`src/rtl/negate_arbiter.sv`:
```
// Round-robin arbiter in front of a shared two's-complement negation datapath.
// One operand is granted per cycle and its registered result is held on a valid/ready port.
module negate_arbiter #(
  parameter int N_REQ = 4,
  parameter int WIDTH = 8,
  parameter int ID_W  = $clog2(N_REQ)
) (
  input  logic                   clk,
  input  logic                   rst_n,
  input  logic [N_REQ-1:0]       req_valid,
  input  logic [N_REQ*WIDTH-1:0] req_data,
  output logic [N_REQ-1:0]       req_ready,
  output logic                   rsp_valid,
  output logic [WIDTH-1:0]       rsp_data,
  output logic [ID_W-1:0]        rsp_id,
  output logic                   rsp_ovf,
  input  logic                   rsp_ready,
  output logic [7:0]             ovf_cnt
);

  // state | meaning
  // IDLE  | no result held, free to accept an operand
  // HOLD  | result held on the response port until rsp_ready
  localparam logic [0:0] ST_IDLE = 1'b0;
  localparam logic [0:0] ST_HOLD = 1'b1;

  localparam logic [WIDTH-1:0] MOST_NEG = {1'b1, {(WIDTH-1){1'b0}}};
  localparam logic [ID_W-1:0]  LAST_ID  = ID_W'(N_REQ - 1);

  logic [0:0]       state;
  logic [ID_W-1:0]  ptr;
  logic [ID_W-1:0]  grant_idx;
  logic             found;
  logic             can_accept;
  logic             xfer;
  logic [WIDTH-1:0] sel_data;

  assign can_accept = (state == ST_IDLE) | ((state == ST_HOLD) & rsp_ready);
  assign xfer       = can_accept & found;
  assign rsp_valid  = (state == ST_HOLD);
  assign sel_data   = req_data[int'(grant_idx)*WIDTH +: WIDTH];

  // First valid requester at or after ptr, wrapping; ptr is always < N_REQ.
  always_comb begin
    int idx;
    idx       = 0;
    grant_idx = '0;
    found     = 1'b0;
    for (int k = 0; k < N_REQ; k++) begin
      idx = int'(ptr) + k;
      if (idx >= N_REQ) idx = idx - N_REQ;
      if (!found && req_valid[idx]) begin
        found     = 1'b1;
        grant_idx = ID_W'(idx);
      end
    end
  end

  // Gated by rst_n so nothing looks accepted while the block is held in reset.
  always_comb begin
    req_ready = '0;
    if (xfer && rst_n) req_ready[grant_idx] = 1'b1;
  end

  always_ff @(posedge clk or negedge rst_n) begin
    if (!rst_n) begin
      state    <= ST_IDLE;
      ptr      <= '0;
      rsp_data <= '0;
      rsp_id   <= '0;
      rsp_ovf  <= 1'b0;
    end else if (xfer) begin
      state    <= ST_HOLD;
      rsp_data <= ~sel_data + WIDTH'(1);
      rsp_id   <= grant_idx;
      rsp_ovf  <= (sel_data == MOST_NEG);
      ptr      <= (grant_idx == LAST_ID) ? '0 : grant_idx + ID_W'(1);
    end else if (state == ST_HOLD && rsp_ready) begin
      state <= ST_IDLE;
    end
  end

  always_ff @(posedge clk or negedge rst_n) begin
    if (!rst_n) begin
      ovf_cnt <= '0;
    end else if (rsp_valid && rsp_ready && rsp_ovf && ovf_cnt != 8'hFF) begin
      ovf_cnt <= ovf_cnt + 8'd1;
    end
  end

endmodule

```
`config.mk`:
```
export PLATFORM = sky130hd
export DESIGN_NAME = negate_arbiter
export DESIGN_NICKNAME = d
export VERILOG_FILES = /design/src/rtl/negate_arbiter.sv
export SDC_FILE = /design/constraint.sdc
export NUM_CORES = 1
export LEC_CHECK = 0
export BUFFER_PORTS_ARGS = -buffer_cell sky130_fd_sc_hd__buf_2
export CAP_MARGIN = 20
export CORE_ASPECT_RATIO = 1.75
export CORE_MARGIN = 5
export CORE_UTILIZATION = 54
export CTS_BUF_LIST = sky130_fd_sc_hd__clkbuf_8
export CTS_CLUSTER_SIZE = 30
export DETAILED_ROUTE_END_ITERATION = 8
export PLACE_DENSITY = 0.89
export REMOVE_ABC_BUFFERS = 1
export SETUP_SLACK_MARGIN = 0.4
export SYNTH_ARGS = -nofsm -noshare
export SYNTH_HDL_FRONTEND = slang
export SYNTH_SLANG_ARGS = --single-unit
```
`constraint.sdc`:
```
create_clock -name clk -period 3.7 [get_ports clk]
set_input_delay 0.74 -clock clk [delete_from_list [all_inputs] [get_ports clk]]
set_output_delay 0.74 -clock clk [all_outputs]
set_load 0.005 [all_outputs]
```
---- Word-level counts from Yosys, hierarchy flattened ----
Index checks and enable logic that the tools add are counted.
word-level totals
  logic and storage cells ................. 77
  input port bits ......................... 39
  register bits ........................... 22
operators by class
  muxes and demuxes ....................... 30
  add/sub/neg operators ................... 10
  shifts and indexed selects .............. 1
  equal/unequal tests ..................... 3
  bitwise logic cells ..................... 5
  order comparisons ....................... 10
  reductions and logical operators ........ 12
operators by type and width
  operator                                                                              count
  32-bit by 4-bit less-than comparator with 1-bit output (second input constant)        4
  32-bit two-way mux                                                                    4
  32-bit by 6-bit variable part select with 8-bit output                                1
  8-bit by 1-bit adder with 8-bit output (second input constant)                        2
  1-bit two-way mux                                                                     15
  3-bit by 3-bit subtractor with 4-bit output (second input constant)                   3
  2-bit two-way mux                                                                     5
  3-bit greater-or-equal comparator (second input constant)                             3
  1-bit binary-select mux with 2-bit select                                             4
  8-bit equality test (second input constant)                                           1
  1-bit logical AND                                                                     8
  8-bit != test (second input constant)                                                 1
  8-bit inverter                                                                        1
  2-bit by 2-bit adder with 3-bit output (second input constant)                        2
  4-bit two-way mux                                                                     1
  2-bit by 3-bit subtractor with 4-bit output (second input constant)                   1
  2-bit by 1-bit adder with 3-bit output (second input constant)                        1
  2-bit by 3-bit greater-or-equal comparator with 1-bit output (second input constant)  1
  1-bit zero test                                                                       3
  2-bit by 3-bit less-than comparator with 1-bit output (second input constant)         1
  2-bit by 1-bit adder with 2-bit output (second input constant)                        1
  1-bit AND                                                                             2
  1-bit demux with 2-bit select                                                         1
  2-bit equality test (second input constant)                                           1
  other kinds (4)                                                                       4

---- Depth between registers and ports, before layout ----
Gate-level depths: netlist of run 1.
  depth after elaboration ................. 20
  depth in mapped cells ................... 11
  gate-level depth less buffers ........... 9

---- Least setup slack after synthesis of run 1 ----
Ideal clock, no wire load.
  path kind ............................... input-to-reg
  start ................................... in req_valid[1]
  end ..................................... reg rsp_data[6]
  library setup time ...................... 0.126 ns
  cell stages on the path ................. 10
  path slack .............................. 1.043 ns
  data required time ...................... 3.574 ns
  arrival time ............................ 2.531 ns
  cell sequence ........................... or3b_1 o221ai_1 buf_6 buf_12 mux2i_1 mux2i_4 inv_1 ha_1 nand2_1 a221o_1
on the way
  word-level cells in the longest chain between the ends .. 16
  elaborated cells on any way between the ends .. 30
ends and longest elaborated chain
  element                                                 line  RTL
  start, declared                                         10    input logic [N_REQ-1:0] req_valid,
  1-bit binary-select mux with 2-bit select               52    if (!found && req_valid[idx]) begin
  1-bit two-way mux (implied by the code) (2 in a row)    52
  1-bit two-way mux                                       52
  1-bit zero test                                         52
  1-bit logical AND                                       52
  1-bit two-way mux                                       52
  1-bit zero test                                         52
  1-bit logical AND                                       52
  1-bit two-way mux                                       52
  1-bit zero test                                         52
  1-bit logical AND                                       52
  2-bit two-way mux                                       52
  32-bit by 6-bit variable part select with 8-bit output  41    assign sel_data = req_data[int'(grant_idx)*WIDTH +: WIDTH];
  8-bit inverter                                          74    rsp_data <= ~sel_data + WIDTH'(1);
  8-bit by 1-bit adder with 8-bit output                  74
  end signal, assigned                                    74
  end, declared                                           14    output logic [WIDTH-1:0] rsp_data,
Several ways; a longest one is shown, not always the timed one. The select of a mux whose other input is x is not followed.
A chain may end at the register's enable or synchronous reset.

---- Worst setup path after layout of run 1 ----
  start ................................... in req_valid[1]
  end ..................................... out req_ready[1]
on the way
  word-level cells in the longest chain between the ends .. 18
  elaborated cells on any way between the ends .. 34
ends and longest elaborated chain
  element                                                                                                                                                             line  RTL
  1-bit binary-select mux with 2-bit select                                                                                                                           52
  1-bit two-way mux (implied by the code) (2 in a row)                                                                                                                52
  1-bit two-way mux                                                                                                                                                   52
  1-bit zero test                                                                                                                                                     52
  1-bit logical AND                                                                                                                                                   52
  1-bit two-way mux                                                                                                                                                   52
  1-bit zero test                                                                                                                                                     52
  1-bit logical AND                                                                                                                                                   52
  [2 not listed]                                                                                                                                                      n/a
  1-bit logical AND                                                                                                                                                   52
  2-bit two-way mux *                                                                                                                                                 52
  via grant_idx[0]                                                                                                                                                    32    logic [ID_W-1:0] grant_idx;
  2-bit by 3-bit less-than comparator with 1-bit output (implied by the code) / 2-bit by 1-bit greater-or-equal comparator with 1-bit output (equally long branches)  62    if (xfer && rst_n) req_ready[grant_idx] = 1'b1;
  1-bit logical AND (implied by the code)                                                                                                                             62
  1-bit two-way mux (implied by the code)                                                                                                                             62
  1-bit demux with 2-bit select *                                                                                                                                     62
  4-bit two-way mux *                                                                                                                                                 62
  end, declared                                                                                                                                                       12    output logic [N_REQ-1:0] req_ready,
The timed path passes the listed nets; every way through them passes the cells marked *. The select of a mux whose other input is x is not followed.

==> summary.txt, run 1 <==
Logic synthesis
  – Count leader, synth: nand2_1
  – Most frequent cells after synthesis: nand2_1, dfrtp_1, mux2i_1
  – Mapped cell area: 1559 um2
  – Post-synth top area cell: dfrtp_1
  – Post-synthesis sequential area ratio: 35.31%
  – Async S/R FF share, synth: 100.0%
  – Mapped Cells: approximately 150
  – Count of different cell masters after synthesis: 37
  – Ys flop type: dfrtp_1
  – Yosys warns: 0
  – Top post-synthesis cells by area: dfrtp_1, mux2i_1, nand2_1
  – Synth top area share: between 30% and 40%
  – Syn Area/Cell: about 10 um2
  – Synth Register Bits: 22
  – EDFF count, synth: 0

Layout
  – Non-filler cells, final: 241
  – Syn-to-layout area delta: 22.87%
  – Final-layout fill cell count: roughly 240
  – Final nets: 261
  – ANT cells: 0
  – Layout cells sized above 1: 37.85%
  – Post-Route Utilization: 69.59%

Worst setup path
  – CP startpoint kind: input port
  – WP data required: 2960 ps
  – Critical path class: input port to primary output
  – CP dominant cell by count: buf_2
  – Largest stage delay on the critical path: 380 ps
  – Worst setup startpoint: req_valid[1]
  – R2R Path Start: ptr[1]
  – CP max FO: 19
  – Slowest cell on crit path: or3b_1
  – Critical-path cell list: buf_2 -> or3b_1 -> o221ai_2 -> buf_4 -> inv_1 -> ha_1 -> and3_1 -> buf_2
  – Crit path arrival time: 2230 ps
  – CP endpoint kind: primary output

STA
  – Clock Skews: 4.361 ps
  – Fin. Hold Viols: 0
  – Crit path time final: 2972 ps
  – Slew Viols, Final: 0
  – Worst-margin pin slew: 674.7 ps
  – Unrepaired setup endpoints after global routing: no
  – Final WS setup: between 700 and 800 ps
  – Fin Hold WS: 451.1 ps
  – Rel. slew slack: 55.02%
  – Setup TNS: 0 ps
  – Tcrit/Tclk final: 80.33%
  – Max Freq: 336.4 MHz
  – # setup viols final: 0

Power and ir drop
  – Sw Share: 38.84%
  – Sw power: 400.2 uW
  – Logic gate share of total power: a little over half
  – Clock power share: roughly 14%
  – Int Power: 630.0 uW
  – Pleak: 0.001035 uW
  – Sequential Power Share: between 30% and 40%
  – Max VDD drop: 0.2881 mV
  – Power per Cell Area: 537.8 nW/um2

Route
  – Drt pass-1 iters: 4
  – Vias/cell: between 5 and 6
  – Final ANT Viol Nets: 0
  – Routed vias: 1394
  – Detailed Route Iter0 Violations: 27
  – Average wire per cell in the routed design: 15.00 um
  – Post-Route WL: 3614 um
  – DR DRC count: 0

CTS
  – Clk Latency, worst-skew pair: about 260 ps
  – Clock Path Buffers: 2
  – Root Buffer: clkbuf_8
  – Num CTS Buffers: 3
  – Max H-tree Level: 1
  – Setup Fix Bufs, Post-CTS: 0
  – Clk slew on worst S/H paths: 70 ps
  – CTS tree: done
  – Post-CTS Hold Buffers: 0
  – Clk sink count: 22
  – Cts repair resizes: 0

Die
  – Core ar.: 2753 um2
  – Die span in x: 50.62 um
  – Initial Util: 56.64%
  – Die Y: 81.08 um
  – Die ar.: ~4100 um2
  – IO Pins: 63
  – Row count: 25

Place
  – Post-DP HPWL: between 2000 and 3000 um
  – Placed Cells incl. Taps: 238
  – Post-Place Setup Slack: between 600 and 700 ps
  – Placer congestion estimate: 0.8170
  – I/O Buffers: 62

Hold path
  – Worst min path class: input port to async pin

GRT
  – Aggregate global-route resource usage: 17.96%
  – Initial antenna violation count: 0
  – Pin count of the biggest net entering global routing: 27
  – Total grt overflow: 0
  – Number of global-route vias before repair: roughly 1400
  – First-pass GRT wire length: 5892 um

Status
  – Run status: complete, no violations

Run
  – Maxcap violations: 0
==> state kept, by name, indices dropped and copies added, names as in the netlist <==
name	flops
ovf_cnt	8
rsp_data	8
ptr	2
rsp_id	2
rsp_ovf	1
rsp_valid	1
==> path summary, 6_finish.rpt <==
path	end	slack, ps	cells after the start
setup / recovery	req_ready[1]	730	8
hold / removal	ovf_cnt[6]	450	1
setup reg to reg	rsp_data[6]	930	8
hold reg to reg	rsp_data[4]	480	2
max in group asynchronous	ptr[1]	2900	1
min in group clk	rsp_data[4]	480	2
==> metal layers <==
metal	GRT usage (%)	share of wire (%)	vias up
met5	0	0	-
met3	2.569	6.2	10
met1	18.82	34	663
met4	8.951	2.7	0
li1	-	-	667
met2	33.46	57	54
==> through the flow <==
step	instance area [um2]	total power (uW)
floorplan	1509	730.1
global placement	1874	869.1
detailed placement	1874	888.5
CTS	1916	1038
global route	1916	1109
finish	1916	1030
==> layout by cell type (no fill, tap or decap), drive strengths merged, types with 2 or more instances in the layout <==
master and count:
buf 64, mux2i 24, nand2 23, dfrtp 22, o21ai 8, nor2 7
xnor2 7, inv 6, and3 6, ha 6, a21oi 5, nand4 4
mux2 4, nor3 3, nand3 3, xor2 3, clkbuf 3, a211o 2
nor4 2
==> cell families (layout without fill, tap and decap cells) <==
logic type | Yosys count | in the layout | synth area share, %
xor+xnor | 10 | 10 | 5.618
flops | 22 | 22 | 35.31
compound gates | 23 | 23 | 10.67
buf+inv | 11 | 73 | 4.655
fa+ha+maj | 6 | 6 | 4.815
simple gates | 52 | 52 | 17.01
mux | 28 | 28 | 21.91
==> area by class of cell <==
| type | instances | area [um2] | area share (%) |
|---|---|---|---|
| clock buffer | 3 | 41.29 | 2.155 |
| inverter | 6 | 22.52 | 1.176 |
| multi-input combinational | 119 | 942.2 | 49.18 |
| sequential | 22 | 550.5 | 28.74 |
| tap | 27 | 33.78 | 1.764 |
| timing repair buffer | 64 | 325.3 | 16.98 |
==> power by group through the flow <==
stage          combinational (uW)  clock (uW)  sequential (uW)
2_1_floorplan                 384           0              346
3_3_place_gp                  522           0              347
3_5_place_dp                  539           0              349
4_1_cts                       544         150              345
5_1_grt                       597         158              354
6_report                      537         147              346
==> worst max-delay path, delay by kind of cell <==
family,cells,cell delay (ps)
buffers and inverters,4,690
and+or+nand+nor,2,530
adders and majority gates,1,200
AOI/OAI and AO/OA,1,70
(Power assumes the default switching activity.)
==> run 2: changes to the inputs <==
ABC_AREA = 1   (was default)
CORE_UTILIZATION = 48   (was 54)
PLACE_DENSITY = 0.8   (was 0.89)
clock period = 2.6 ns   (was 3.7 ns; I/O delays follow)
==> summary.txt, run 2 <==
Place
  – Placed Area: 2296 um2 (+22%)
  – Post-DP HPWL: 4021 um (+39%)
  – I/O Buffers: 62 (unchanged)
  – Placer congestion estimate: 0.8913 (+9.1%)

Logic synthesis
  – Mapped cell area: 1953 um2 (+25%)
  – Synth Register Bits: 22 (unchanged)
  – EDFF count, synth: 0 (unchanged)
  – Most frequent cells after synthesis: nand2_1, nand3_1, dfrtp_1, inv_1, nand2_2
  – Async S/R FF share, synth: 100.0% (unchanged)
  – Top post-synthesis cells by area: dfrtp_1, nand2_1, nand3_1
  – Post-synthesis sequential area ratio: 28.19% (-7.1 points)
  – Synth top area share: 28.19% (-7.1 points)
  – Count leader, synth: nand2_1
  – Mapped Cells: 277 (+82%)
  – Post-synth top area cell: dfrtp_1
  – Count of different cell masters after synthesis: 28 (-24%)
  – Yosys warns: 0 (unchanged)
  – Ys flop type: dfrtp_1
  – Syn Area/Cell: 7.051 um2 (-31%)

Worst setup path
  – CP startpoint kind: flop
  – CP max FO: 5 (-14)
  – Crit path arrival time: 2130 ps (-100 ps)
  – WP data required: 2080 ps (-880 ps)
  – CP endpoint kind: primary output
  – Critical path class: flop to primary output

Layout
  – Final nets: 414 (+59%)
  – Post-Route Utilization: 72.66% (+3.1 points)
  – Layout cells sized above 1: 52.04% (+14 points)
  – Multi-input logic area: 1443 um2 (+53%)
  – ANT cells: 0 (unchanged)
  – Top Registers: ovf_cnt (8), rsp_data (8)
  – Syn-to-layout area delta: 45.23%
  – Commonest non-fill, non-tap cell in the layout: nand2_1
  – Final design area excluding fillers: 2836 um2 (+48%)
  – Register area: 553.0 um2 (+0.45%)
  – Most frequent cells in the layout: nand2_1, buf_2, nand3_1
  – Final-layout fill cell count: 291 (+23%)

Run
  – Maxcap violations: 0 (unchanged)

STA
  – Clock Skews: 2.451 ps (-1.910 ps)
  – Crit path time final: around 2700 ps
  – Final WS setup: -54.50 ps (-782.2 ps)
  – Unrepaired setup endpoints after global routing: yes
  – # setup viols final: 3 (+3)
  – Max Freq: approximately 380 MHz
  – Rel. slew slack: 81.26% (+26 points)
  – Fin. Hold Viols: 0 (unchanged)
  – Tcrit/Tclk final: 102.1%
  – Worst-margin pin slew: 281.1 ps (-393.5 ps)
  – Slew Viols, Final: 0 (unchanged)

GRT
  – Number of global-route vias before repair: 2141 (+52%)
  – Aggregate global-route resource usage: 20.34% (+2.4 points)
  – Total grt overflow: 0 (unchanged)
  – Pin count of the biggest net entering global routing: 23 (-15%)
  – First-pass GRT wire length: 8949 um (+52%)
  – Initial antenna violation count: 0 (unchanged)

CTS
  – Root Buffer: clkbuf_8
  – Clk slew on worst S/H paths: 80 ps (about the same)
  – CTS tree: done
  – Num CTS Buffers: 3 (unchanged)
  – Clock Path Buffers: 2 (unchanged)
  – Clk sink count: 22 (unchanged)
  – Max H-tree Level: 1 (unchanged)
  – Post-CTS Hold Buffers: 0 (unchanged)
  – Clk Latency, worst-skew pair: 260 ps (about the same)

Die
  – IO Pins: 63 (unchanged)
  – Die ar.: 5495 um2 (+34%)
  – Die span in x: 58.22 um (+15%)
  – Die Y: 94.39 um (+16%)
  – Row count: 30 (+20%)
  – Initial Util: 50.03% (-6.6 points)
  – Core ar.: 3904 um2 (+42%)

Route
  – Detailed Route Iter0 Violations: 130 (+380%)
  – Final ANT Viol Nets: 0 (unchanged)
  – DR DRC count: 0 (unchanged)
  – Post-Route WL: 6430 um (+78%)
  – Routed vias: 2270 (+63%)
  – Drt pass-1 iters: 4 (unchanged)
  – Vias/cell: 5.470 (-5.4%)
  – Average wire per cell in the routed design: 15.49 um (+3.3%)

Status
  – Run status: finished, violations left
  – Failing checks: setup timing

Hold path
  – Worst min path class: input port to async pin
[run 2: changes by cell type after synthesis, sizes merged, moves of 3 or more]
cell and delta:
a21oi -5, and3 -6, buf +3, inv +22, mux2 -3, mux2i -24
nand2 +94, nand3 +46, nor2 +15, xnor2 -4
[run 2: worst paths after layout]
path,end,slack (ps),cells after the start,start
worst max-delay path,req_ready[3],-50,14,ptr[0]
worst min-delay path,ovf_cnt[2],280,2,rst_n
worst max register to register,rsp_data[7],70,20,ptr[0]
worst min register to register,rsp_data[6],490,2,rsp_data[6]
max in group asynchronous,ptr[0],2080,2,rst_n
min in group clk,rsp_data[6],490,2,rsp_data[6]
[run 2: routing by layer]
| layer | track usage, % | vias up | wire, um |
|---|---|---|---|
| met5 | 0 | - | 0 |
| met4 | 11.99 | 0 | 404 |
| met3 | 2.599 | 39 | 272 |
| met2 | 38.21 | 98 | 3589 |
| met1 | 20.63 | 1073 | 2164 |
| li1 | - | 1060 | - |
[run 2: cell families after synthesis]
| family | synth area share, % |
|---|---|
| buffers and inverters | 10.38 |
| and+or+nand+nor | 50.67 |
| muxes | 0.5765 |
| xor gates and xnor gates | 3.139 |
| adders and majority gates | 3.844 |
| AOI/OAI and AO/OA | 3.203 |
| DFF | 28.19 |
[run 2: what timing repair did]
action,in CTS,in global routing
endpoints found under the setup margin,12,13
pin swaps,14,22
resized for setup,28,56
setup buffers,11,13
cloned,1,0
[run 2: area by class of cell]
| type | instances | area share (%) |
|---|---|---|
| clock buffer | 3 | 1.456 |
| tap | 48 | 2.117 |
| timing repair buffer | 96 | 21.57 |
| inverter | 28 | 4.499 |
| multi-input combinational | 218 | 50.86 |
| sequential | 22 | 19.50 |
[run 2: metrics by stage]
stage                     setup TNS [ps]  setup WS, ps  std cells  hold slack [ps]
after global placement                 0         81.20        387            460.9
after detailed placement               0         51.43        387            469.0
after CTS                              0         22.79        402            268.3
final                             -132.4        -54.50        415            277.1
after floorplan                        0         95.24        268            224.4
after global routing              -869.3        -202.0        415            309.8
[run 2: critical path, stage by stage (launching register included)]
cell	delay, ps
dfrtp_2	460
buf_6	150
nand2_1	70
nand2_2	90
nand2_1	120
nand2_2	70
nand2_2	100
nand2_2	70
nand2_2	90
nand3_4	130
inv_4	120
ha_2	180
inv_1	40
nor2_2	80
buf_2	120
Power of run 2 is left out: the tool's default activity adds up to more than one toggle a clock period on the data nets, which glitch-free logic cannot reach.
==> run 3: changes to the inputs <==
REMOVE_ABC_BUFFERS = default   (was 1)
==> summary.txt, run 3 (synthesized netlist as in run 2, its figures left out) <==
Place
  – Placer congestion estimate: 0.8603 (-3.5%)
  – I/O Buffers: 62 (unchanged)
  – Post-DP HPWL: 3902 um (-2.9%)
  – Post-Place Setup Slack: 136.5 ps (+85.10 ps)

Route
  – Post-Route WL: 5504 um (-14%)
  – Routed vias: 2119 (-6.7%)
  – Average wire per cell in the routed design: 13.42 um (-13%)
  – DR DRC count: 0 (unchanged)
  – Drt pass-1 iters: 4 (unchanged)
  – Detailed Route Iter0 Violations: 107 (-18%)
  – Final ANT Viol Nets: 0 (unchanged)
  – Vias/cell: 5.168 (-5.5%)

Die
  – Initial Util: 50.03% (unchanged)
  – Row count: 30 (unchanged)
  – Core ar.: 3904 um2 (unchanged)
  – IO Pins: 63 (unchanged)
  – Die Y: 94.39 um (unchanged)
  – Die span in x: 58.22 um (unchanged)
  – Die ar.: 5495 um2 (unchanged)

STA
  – Rel. slew slack: 78.22% (-3.0 points)
  – Slew Viols, Final: 0 (unchanged)
  – Crit path time final: 2518 ps (-136.7 ps)
  – Fin. Hold Viols: 0 (unchanged)
  – Max Freq: 397.2 MHz (+5.4%)
  – Tcrit/Tclk final: 96.84% (-5.3 points)
  – # setup viols final: 0 (-3)
  – Final WS setup: 82.19 ps (+136.7 ps)
  – Worst-margin pin slew: 324.2 ps (+43.05 ps)
  – Clock Skews: 6.316 ps (+3.866 ps)
  – Unrepaired setup endpoints after global routing: yes

Hold path
  – Worst min path class: input port to async pin

GRT
  – Pin count of the biggest net entering global routing: 23 (unchanged)
  – Number of global-route vias before repair: 1966 (-8.2%)
  – Initial antenna violation count: 0 (unchanged)
  – Aggregate global-route resource usage: 18.75% (-1.6 points)
  – First-pass GRT wire length: 8300 um (-7.3%)
  – Total grt overflow: 0 (unchanged)

Worst setup path
  – Crit path arrival time: 2000 ps (-130 ps)
  – CP max FO: 6 (+1)
  – Critical-path cell list: buf_6 -> nand2_4 -> nand2_4 -> nand2_4 -> nand2_4 -> nor2_8 -> nand3_2 -> nand3_2 -> nand2_4 -> inv_8 -> ha_1 -> inv_1 -> nor2_1 -> buf_2
  – CP dominant cell by count: nand2_4
  – Critical path class: flop to primary output
  – WP data required: 2080 ps (about the same)
  – Largest stage delay on the critical path: 450 ps (about the same)
  – Slowest cell on crit path: dfrtp_2
  – Worst Path Buf+Inv: 4 (unchanged)
  – CP endpoint kind: primary output
  – CP startpoint kind: flop
  – Critical path's top delay family: simple AND/OR/NAND/NOR gates

CTS
  – Num CTS Buffers: 3 (unchanged)
  – CTS tree: done
  – Clk Latency, worst-skew pair: 260 ps (about the same)
  – Clock Path Buffers: 2 (unchanged)
  – Max H-tree Level: 1 (unchanged)
  – Root Buffer: clkbuf_8
  – Clk slew on worst S/H paths: 80 ps (about the same)
  – Clk sink count: 22 (unchanged)

Layout
  – Final-layout fill cell count: 335 (+15%)
  – Syn-to-layout area delta: 38.18%
  – Commonest non-fill, non-tap cell in the layout: nand2_1
  – Most frequent cells in the layout: nand2_1, buf_2, nand2_2
  – Layout cells sized above 1: 48.62% (-3.4 points)
  – Final nets: 408 (-1.4%)
  – ANT cells: 0 (unchanged)
  – Top Registers: ovf_cnt (8), rsp_data (8)

Logic synthesis
  – Syn nets: 322

Run
  – Maxcap violations: 0 (unchanged)

Status
  – Run status: complete, no violations
## run 3: routing by layer
layer  share of wire, %  GRT usage (%)  routed length (um)
met1                 36          19.28                1987
met2                 56          38.02                3093
met3                5.3          1.094                 291
met4                2.4          6.576                 131
met5                  0              0                   0
## run 3: worst register-to-register path, cell delays in order (launching register included)
cell	delay, ps
dfrtp_2	450
buf_6	150
nand2_4	70
nand2_4	70
nand2_2	70
nand2_2	50
nand2_2	100
nand2_2	70
nand2_2	70
nand3_4	120
buf_6	150
buf_6	130
buf_8	130
nand2_4	60
nand3_2	100
nand2_4	90
nand2_2	70
nor2_2	130
nand3_2	100
nand3_1	100
nand2_1	50
## run 3: metrics by stage
step / area (um2) / TNS, ps / util, % / instances / hold slack, ps
2_1_floorplan: 1957 / 0 / - / 277 / 224.4
6_report: 2699 / 0 / 69.13 / 410 / 236.2
3_3_place_gp: 2296 / 0 / 58.81 / 387 / 463.3
4_1_cts: 2589 / 0 / 66.31 / 403 / 239.6
5_1_grt: 2699 / -218.4 / 69.13 / 410 / 262.5
3_5_place_dp: 2296 / 0 / 58.81 / 387 / 469.5
## run 3: repair_timing
action	CTS	global route
cloned	1	0
setup endpoints to repair	11	12
pin swaps	5	9
setup buffers	11	7
gates resized for setup	36	19
hold buffers	0	0
## run 3: layout make-up
| type | instances | area (um2) | area share [%] |
|---|---|---|---|
| multi-input cells | 218 | 1339 | 49.61 |
| repair buffers | 90 | 558.0 | 20.68 |
| flip-flops and latches | 22 | 553.0 | 20.49 |
| inverters | 28 | 117.6 | 4.358 |
| well taps | 48 | 60.06 | 2.225 |
| clock buffers | 3 | 41.29 | 1.530 |
| clock inverters | 1 | 30.03 | 1.113 |
## run 3: path summary, 6_finish.rpt
| check | startpoint | to | slack [ps] | cells past startpoint |
|---|---|---|---|---|
| min in group clk | rsp_data[1] | rsp_data[1] | 490 | 2 |
| hold reg to reg | rsp_data[1] | rsp_data[1] | 490 | 2 |
| hold / removal | rst_n | ovf_cnt[7] | 240 | 2 |
| setup reg to reg | ptr[0] | rsp_data[6] | 170 | 20 |
| setup / recovery | ptr[0] | req_ready[2] | 80 | 14 |
| max in group asynchronous | rst_n | ptr[1] | 2130 | 2 |
Power of run 3 is left out for the same reason.
